## src/rtl/mux4_rr_arbiter_if.sv

```systemverilog
// -----------------------------------------------------------------------------
// mux4_rr_arbiter_if
// Bundles the request/grant signals shared between four requesters and the
// round-robin arbiter that drives a 4:1 mux select.
//   iReq      [3:0]  request vector, bit k = requester k (requester side drives)
//   oGnt      [3:0]  one-hot grant, all-zero when no owner (arbiter drives)
//   oSel      [1:0]  mux select = index of current or last owner
//   oBusy            high while a grant is active
//   oTimeout         one-cycle pulse after a forced preemption
// Modports: master = requester side, slave = arbiter side.
// -----------------------------------------------------------------------------
interface mux4_rr_arbiter_if;
  logic [3:0] iReq;
  logic [3:0] oGnt;
  logic [1:0] oSel;
  logic       oBusy;
  logic       oTimeout;

  modport master (
    output iReq,
    input  oGnt, oSel, oBusy, oTimeout
  );

  modport slave (
    input  iReq,
    output oGnt, oSel, oBusy, oTimeout
  );
endinterface

```

## src/rtl/mux4_rr_arbiter.sv

```systemverilog
// -----------------------------------------------------------------------------
// mux4_rr_arbiter
// Round-robin arbiter that shares one 4:1 mux between four requesters. One
// owner at a time; tenure is bounded by a hold counter only while someone else
// is waiting. Every ownership change passes through one IDLE cycle with no
// grant (break-before-make).
// Ports:
//   iClk    rising-edge clock
//   iRst_n  asynchronous active-low reset
//   bus     mux4_rr_arbiter_if.slave (iReq in; oGnt/oSel/oBusy/oTimeout out)
// Parameters:
//   MAX_HOLD  max consecutive grant cycles while another requester pends (1..255)
//   CNT_W     hold counter width, 2**CNT_W > MAX_HOLD
// -----------------------------------------------------------------------------
module mux4_rr_arbiter #(
  parameter int MAX_HOLD = 8,
  parameter int CNT_W    = 8
) (
  input  logic                 iClk,
  input  logic                 iRst_n,
  mux4_rr_arbiter_if.slave     bus
);

  typedef enum logic {IDLE = 1'b0, GRANT = 1'b1} state_t;

  localparam logic [CNT_W-1:0] HOLD_MAX = CNT_W'(MAX_HOLD);

  state_t           state, stateNext;
  logic [1:0]       ptr, ptrNext;
  logic [CNT_W-1:0] cnt, cntNext;
  logic [3:0]       gntNext;
  logic [1:0]       selNext;
  logic             busyNext;
  logic             timeoutNext;

  logic [1:0]       idx;
  logic [1:0]       winner;
  logic             found;
  logic [3:0]       ownerMask;
  logic             releaseHit;
  logic             preemptHit;

  // NOTE: sequential state uses non-blocking assignments only, so every
  // register samples the values computed before the edge.
  always_ff @(posedge iClk or negedge iRst_n) begin
    if (!iRst_n) begin
      state        <= IDLE;
      ptr          <= '0;
      cnt          <= '0;
      bus.oGnt     <= '0;
      bus.oSel     <= '0;
      bus.oBusy    <= 1'b0;
      bus.oTimeout <= 1'b0;
    end else begin
      state        <= stateNext;
      ptr          <= ptrNext;
      cnt          <= cntNext;
      bus.oGnt     <= gntNext;
      bus.oSel     <= selNext;
      bus.oBusy    <= busyNext;
      bus.oTimeout <= timeoutNext;
    end
  end

  // Rotating-priority search: ptr, ptr+1, ptr+2, ptr+3 (mod 4), first hit wins.
  always_comb begin
    idx    = ptr;
    winner = ptr;
    found  = 1'b0;
    for (int i = 0; i < 4; i++) begin
      idx = ptr + 2'(i);
      if (!found && bus.iReq[idx]) begin
        winner = idx;
        found  = 1'b1;
      end
    end
  end

  // In GRANT the owner is always oSel, since oSel only moves on GRANT entry.
  always_comb begin
    ownerMask  = 4'b0001 << bus.oSel;
    releaseHit = !bus.iReq[bus.oSel];
    preemptHit = (cnt == HOLD_MAX) && (|(bus.iReq & ~ownerMask));
  end

  // NOTE: every signal written here gets a default first, so no path can
  // leave one unassigned and infer a latch.
  always_comb begin
    stateNext   = state;
    ptrNext     = ptr;
    cntNext     = cnt;
    gntNext     = bus.oGnt;
    selNext     = bus.oSel;
    busyNext    = bus.oBusy;
    timeoutNext = 1'b0;

    unique case (state)
      IDLE: begin
        if (found) begin
          stateNext = GRANT;
          gntNext   = 4'b0001 << winner;
          selNext   = winner;
          busyNext  = 1'b1;
          cntNext   = CNT_W'(1);
        end
      end
      GRANT: begin
        if (releaseHit || preemptHit) begin
          stateNext   = IDLE;
          gntNext     = '0;
          busyNext    = 1'b0;
          ptrNext     = bus.oSel + 2'd1;
          cntNext     = '0;
          // A simultaneous release wins over preemption: no timeout pulse.
          timeoutNext = !releaseHit;
        end else if (cnt != HOLD_MAX) begin
          cntNext = cnt + CNT_W'(1);
        end
      end
      default: stateNext = IDLE;
    endcase
  end

endmodule

```

## src/flat_wrapper.sv

```systemverilog
// flat-port wrapper written by rule: the top's interface ports become plain ports
module mux4_rr_arbiter_flat 
#(
  parameter int MAX_HOLD = 8,
  parameter int CNT_W    = 8
)
  (iClk, iRst_n, bus_iReq, bus_oGnt, bus_oSel, bus_oBusy, bus_oTimeout);
  mux4_rr_arbiter_if bus_i ();
  input  logic iClk;
  input  logic iRst_n;
  input wire logic [$bits(bus_i.iReq)-1:0] bus_iReq;
  output wire logic [$bits(bus_i.oGnt)-1:0] bus_oGnt;
  output wire logic [$bits(bus_i.oSel)-1:0] bus_oSel;
  output wire logic [$bits(bus_i.oBusy)-1:0] bus_oBusy;
  output wire logic [$bits(bus_i.oTimeout)-1:0] bus_oTimeout;
  assign bus_i.iReq = bus_iReq;
  assign bus_oGnt = bus_i.oGnt;
  assign bus_oSel = bus_i.oSel;
  assign bus_oBusy = bus_i.oBusy;
  assign bus_oTimeout = bus_i.oTimeout;
  mux4_rr_arbiter #(.MAX_HOLD(MAX_HOLD), .CNT_W(CNT_W)) u_core (.iClk(iClk), .iRst_n(iRst_n), .bus(bus_i));
endmodule
```

## config.mk

```make
export PLATFORM = sky130hd
export DESIGN_NAME = mux4_rr_arbiter_flat
export DESIGN_NICKNAME = d
export VERILOG_FILES = /design/src/rtl/mux4_rr_arbiter_if.sv /design/src/rtl/mux4_rr_arbiter.sv /design/src/flat_wrapper.sv
export SDC_FILE = /design/constraint.sdc
export NUM_CORES = 1
export LEC_CHECK = 0
export ABC_CLOCK_PERIOD_IN_PS = 1800
export CAP_MARGIN = 20
export CORE_UTILIZATION = 48
export DETAILED_ROUTE_END_ITERATION = 6
export GPL_TIMING_DRIVEN = 0
export PLACE_DENSITY = 0.83
export SKIP_CTS_REPAIR_TIMING = 1
export SYNTH_ARGS = -nofsm -noshare
export SYNTH_HDL_FRONTEND = slang
export SYNTH_SLANG_ARGS = --single-unit
```

## constraint.sdc

```tcl
create_clock -name iClk -period 1.8 [get_ports iClk]
set_clock_uncertainty 0.05 [all_clocks]
set_input_delay 0.54 -clock iClk [delete_from_list [all_inputs] [get_ports iClk]]
set_output_delay 0.54 -clock iClk [all_outputs]
set_load 0.01 [all_outputs]
```

==> impl_metrics.yaml, run 1 <==
run_status:
  outcome: "finished with violations"
  violations: "negative setup slack"
cells_and_area:
  final_nets: 144
  fin_area_sq_um: 1420
  area_growth_pct: 32.2
  n_antenna_cell: 0
  fillers: 155
  drive_above_1_share_pct: 25.2
timing:
  period_needed_ps: 1890
  fmax_ghz: 0.529
  final-hold-violation-count: 0
  rsz0062_at_grt: "true"
  worst_pin_slew_ps: 824
  fin_crit_sh_pct: 105
  worst_slack_ps: -89.8
  slew_headroom_pct: 44.9
  finalSetupTns_ps: -221
  slew_violations: 0
  setup_viol: 4
synthesis:
  syn-instance-count: 107
  syn-num-nets: 119
  synth.top_cells.by_area: "dfrtp_1 44%, ha_1 7.0%, nor2_1 4.5%"
  yosysTopAreaCellShare_pct: 44.2
  synth_top_area_cell: "dfrtp_1"
  ys_seq_elements: 19
  syn_area_sq_um: 1070
  yosysWarningCount: 0
  ys_seq_area_share_pct: 44.2
  syn_area_per_cell_sq_um: 10.0
  ys_types: 32
floorplan:
  dieWidth_microns: 49.3
  ios: 14
  die_h_microns: 49.3
  die_area_sq_um: 2430
  core_sq_um: 2040
  num_rows: 16
  initial_core_util_pct: 52.6
placement:
  dp_hpwl_microns: 1590
  portBuffers: 13
  post-place-ws_ps: -697
  gp_congestion: 0.776
  placed_area_sq_um: 1240
global_routing:
  track_usage_pct: 19.7
  globalRouteOverflowTotal: 0
  antenna_found_initial: 0
  grt_pass1_wl_microns: 3590
  first_global_vias: 788
  grt_start_max_net_pins: 20
clock_tree:
  clk_latency_ps: 300
  path_clk_slew_ps: 100
  cts_sinks: 19
  clock_path_buffers: 2
  cts_tree: "done"
  root_buffer: "clkbuf_4"
  cts_buffers: 3
  htreeDepth: 1
detailed_routing:
  post-route-drc-count: 0
  routedWlPerCell_microns: 15.5
  drt_iter0_drc: 22
  drtPass1Iterations: 4
  ant_nets: 0
  routed_wl_microns: 2440
  viasPerCell: 5.41
  vias: 854
power:
  power_density_nw_per_um2: 1410
  power_mw: 2.00
  p_leak_nw: 0.751
  peakVddDrop_v: 0.000948
critical_path:
  slowest_stage: "dfrtp_2"
  timing.critical_path.mode_cell: "nand2b_4"
  crit_arrival_ps: 2030
  slowest_delay_ps: 460
  critical_path_class: "flop to flop"
  cp.required_ps: 1940
  path_max_fanout: 5
  cp-end-kind: "flop"
  cp_cell_sequence: "inv_1 > ha_2 > nand2b_4 > o2111a_2 > o21a_4 > nand2b_4 > mux2_4"
  critPathLaunchType: "flop"
hold_path:
  min_path_type: "flop to flop"
run:
  drv_cap: 0
## cells by family after synthesis
logic type / count (synthesis) / share of synthesized area [%]
XOR/XNOR: 6 / 4.89
flip-flops: 19 / 44.2
multiplexers: 3 / 4.42
AO/OA/AOI/OAI: 26 / 16.4
AND/OR/NAND/NOR: 39 / 20.1
buffers and inverters: 8 / 2.91
adder cells (fa/ha/maj): 6 / 6.98
## cell type report
cell class	count	area (sq um)	area share, %
multi-input combinational	80	642	45.2
inverter	7	26.3	1.85
tap	27	33.8	2.38
sequential	19	478	33.6
clock buffer	4	26.3	1.85
buffer	1	5.00	0.352
timing repair buffer	20	210	14.8
## final timing paths
check	depth (start not counted)	startpoint	slack, ps	to
min reg2reg	1	u_core.bus.oBusy	470	u_core.bus.oBusy
max in group asynchronous	1	iRst_n	480	u_core.bus.oSel[1]
max reg2reg	7	u_core.bus.oSel[1]	-90	u_core.ptr[1]
max	7	u_core.bus.oSel[1]	-90	u_core.ptr[1]
min in group asynchronous	1	iRst_n	660	u_core.cnt[6]
min	1	u_core.bus.oBusy	470	u_core.bus.oBusy
## synthesized netlist by cell type
master	count
dfrtp_1	19
nor2_1	13
nand2_1	9
inv_1	7
ha_1	6
o21ai_0	6
xor2_1	5
a21oi_1	4
and3_1	3
nand2b_1	3
nand4_1	3
nor2b_1	3
o2bb2ai_1	3
a21o_1	2
a22o_1	2
a31oi_1	2
o21a_1	2
a211o_1	1
buf_2	1
mux2_4	1
mux2i_1	1
mux4_2	1
nand2b_4	1
nand3_2	1
nor3_1	1
nor4b_4	1
o2111a_1	1
o211ai_1	1
o21ai_1	1
o31ai_1	1
or2_2	1
xnor2_1	1
## worst max-delay path, delay by kind of cell (launching register included)
family,cells,cell delay [ps]
DFF,1,460
AOI/OAI and AO/OA,2,400
muxes,1,290
and+or+nand+nor,2,270
adders and majority gates,1,190
buffers and inverters,1,120
## flip-flops by register name, indices dropped and copies added, names as in the netlist
name / count
u_core.ptr: 2
u_core.state: 1
u_core.bus.oTimeout: 1
u_core.bus.oBusy: 1
u_core.cnt: 8
u_core.bus.oSel: 2
u_core.bus.oGnt: 4
## layer usage
layer	global-route usage [%]	wire [microns]
met5	0	0
met4	7.35	29
met3	5.92	79
met2	30.6	1220
met1	25.8	1120
## cells in the final DEF (no fill, tap or decap), types with 2 or more instances in the layout
master           netlist  final
nand4_1                3      3
nor2_1                13     11
nand2b_4               1      3
clkbuf_4               0      3
nand2_1                9      9
a21oi_1                4      4
a21o_1                 2      2
clkdlybuf4s50_1        0      2
ha_1                   6      4
inv_1                  7      5
o2bb2ai_1              3      3
a22o_1                 2      2
xor2_1                 5      5
o21ai_0                6      6
and3_1                 3      3
inv_2                  0      2
o21a_4                 0      2
nor2_2                 0      2
dfrtp_1               19     17
dfrtp_2                0      2
buf_4                  0      7
dlymetal6s2s_1         0     11
nor2b_1                3      3
## stage by stage
stage | hold WS [ps] | cells | util, %
2_1_floorplan | 194 | 107 | -
4_1_cts | 453 | 151 | 62.0
5_1_grt | 470 | 158 | 69.6
3_5_place_dp | 426 | 147 | 60.7
3_3_place_gp | 422 | 147 | 60.7
6_report | 466 | 158 | 69.6
## report_power, final
group	internal [mW]	switching (mW)
clock	0.0865	0.123
combinational	0.553	0.561
sequential	0.553	0.126
No activity file was read; power rests on OpenSTA's default activity.
==> run 2: changes to the inputs <==
Settings changed: SKIP_CTS_REPAIR_TIMING 1 to not set.
==> run 2 against run 1 <==
- worst hold slack lost 12 ps
- die area unchanged
- clock power hardly changed
- sequential power is 2% lower
- non-clock buffer count up 3
- core utilization down 1.0 points
- flip-flop and latch count stayed put
- cell count grew 1.9%
- final area is 1.5% lower
- power fell by 2.5%
- routed wire length down 0.20%
- the flow still finishes with violations (negative setup slack)
- critical path type is now primary input to flop
- clock-buffer cell count did not move
==> impl_metrics.yaml, run 2 (synthesis gave the netlist of run 1 again) <==
global_routing:
  grt_start_max_net_pins: 20
  antenna_found_initial: 0
  track_usage_pct: 21.1
  first_global_vias: 843
  grt_pass1_wl_microns: 3840
  globalRouteOverflowTotal: 0
timing:
  slew_violations: 0
  setup_viol: 4
  period_needed_ps: 1840
  fmax_ghz: 0.543
  worst_slack_ps: -42.1
  rsz0062_at_grt: "true"
  finalSetupTns_ps: -102
  fin_crit_sh_pct: 102
  worst_pin_slew_ps: 815
  slew_headroom_pct: 45.5
  holdWs_ps: 454
  final-hold-violation-count: 0
run:
  drv_cap: 0
cells_and_area:
  final_nets: 147
  reg_top3: "u_core.cnt (8), u_core.bus.oGnt (4)"
  drive_above_1_share_pct: 29.1
  fin_area_sq_um: 1400
  n_antenna_cell: 0
  instances_no_fill: 161
  area_growth_pct: 30.3
  largest_reg_flops: 8
  fillers: 165
  mostFrequentLayoutCell: "dfrtp_1"
  mostFrequentLayoutCells: "18 x dfrtp_1, 13 x nor2_1, 10 x buf_4"
  utilization_pct: 68.6
  top_register: "u_core.cnt"
detailed_routing:
  viasPerCell: 5.65
  vias: 910
  routed_wl_microns: 2440
  drt_iter0_drc: 12
  ant_nets: 0
  drtPass1Iterations: 5
  routedWlPerCell_microns: 15.1
  post-route-drc-count: 0
hold_path:
  min_path_type: "flop to flop"
critical_path:
  slowest_delay_ps: 540
  critical_path_class: "primary input to flop"
  cp.required_ps: 1950
  path_buf_inv: 1
  path_delay_family: "multiplexers"
  reg2reg_slack_ps: -20
  cp-end-kind: "flop"
  cp_cell_sequence: "dlygate4sd2_1 > mux4_2 > o21a_4 > nand2b_4 > mux2_4"
  path_max_fanout: 5
  crit_arrival_ps: 1990
  slowest_stage: "mux4_2"
  critPathLaunchType: "primary input"
clock_tree:
  cts_buffers: 3
  clock_path_buffers: 2
  path_clk_slew_ps: 100
  root_buffer: "clkbuf_4"
  htreeDepth: 1
  cts_sinks: 19
  cts_tree: "done"
  clk_latency_ps: 300
power:
  power_switching_mw: 0.786
  power_mw: 1.95
  power_density_nw_per_um2: 1390
  sequentialPowerShare_pct: 34.1
  combinationalPowerShare_pct: 55.1
  p_leak_nw: 0.661
  p_clk_share_pct: 10.8
  intPower_mw: 1.17
  peakVddDrop_v: 0.000928
  swShare_pct: 40.3
placement:
  dp.cells: 147
  portBuffers: 13
  gp_congestion: 0.776
  placed_area_sq_um: 1240
  dp_hpwl_microns: 1590
  post-place-ws_ps: -697
floorplan:
  die_area_sq_um: 2430
  core_sq_um: 2040
  initial_core_util_pct: 52.6
  num_rows: 16
  dieWidth_microns: 49.3
  die_h_microns: 49.3
  ios: 14
run_status:
  violations: "negative setup slack"
  outcome: "finished with violations"
==> run 2: cell count changes in the layout (fill, tap and decap cells not counted), moves of 2 or more <==
cell and change:
buf_4 +3, clkdlybuf4s15_2 +2, dlygate4sd2_1 +8, dlymetal6s2s_1 -11, inv_1 -2, inv_2 +2, nor2_1 +2, nor2_2 -2
==> run 2: routing by layer <==
layer  GRT usage [%]  part of all wire [%]  up-vias
met2            35.8                    47       28
met4            7.35                   2.5        0
met3            5.61                   4.7        7
met5               0                     0        -
met1            25.4                    46      444
li1                -                     -      431
==> run 2: power groups by stage <==
stage,Combinational (mW),Sequential (mW),Clock (mW)
detailed placement,0.876,0.676,0
global placement,0.846,0.667,0
floorplan,0.563,0.679,0
CTS,0.936,0.662,0.218
finish,1.08,0.666,0.212
global route,1.17,0.680,0.235
==> run 2: final timing paths <==
check                                    from                 end  cells after the start
max                               bus_iReq[1]       u_core.ptr[1]                      5
max reg2reg                u_core.bus.oSel[0]       u_core.ptr[1]                      4
min in group asynchronous              iRst_n       u_core.cnt[6]                      1
min reg2reg                  u_core.bus.oBusy    u_core.bus.oBusy                      1
max in group asynchronous              iRst_n  u_core.bus.oSel[0]                      1
min                          u_core.bus.oBusy    u_core.bus.oBusy                      1
==> run 2: worst register-to-register path: stages (launching register included) <==
cell,delay [ps]
dfrtp_2,450
mux4_2,590
o21a_4,170
nand2b_4,170
mux2_4,300
==> run 2: repair_timing <==
action / CTS / global route
gates resized for setup: 19 / 15
buffers inserted: 7 / 3
pin swaps: 6 / 6
setup endpoints to repair: 23 / 15
hold buffers: 0 / 0
==> run 2: cell type report <==
type	instances	area, sq um	share of cell area, %
Buffer	1	5.00	0.357
Sequential cell	19	477	34.0
Multi-Input combinational cell	80	639	45.7
Timing Repair Buffer	23	193	13.8
Tap cell	27	33.8	2.41
Clock buffer	4	26.3	1.88
Inverter	7	26.3	1.88
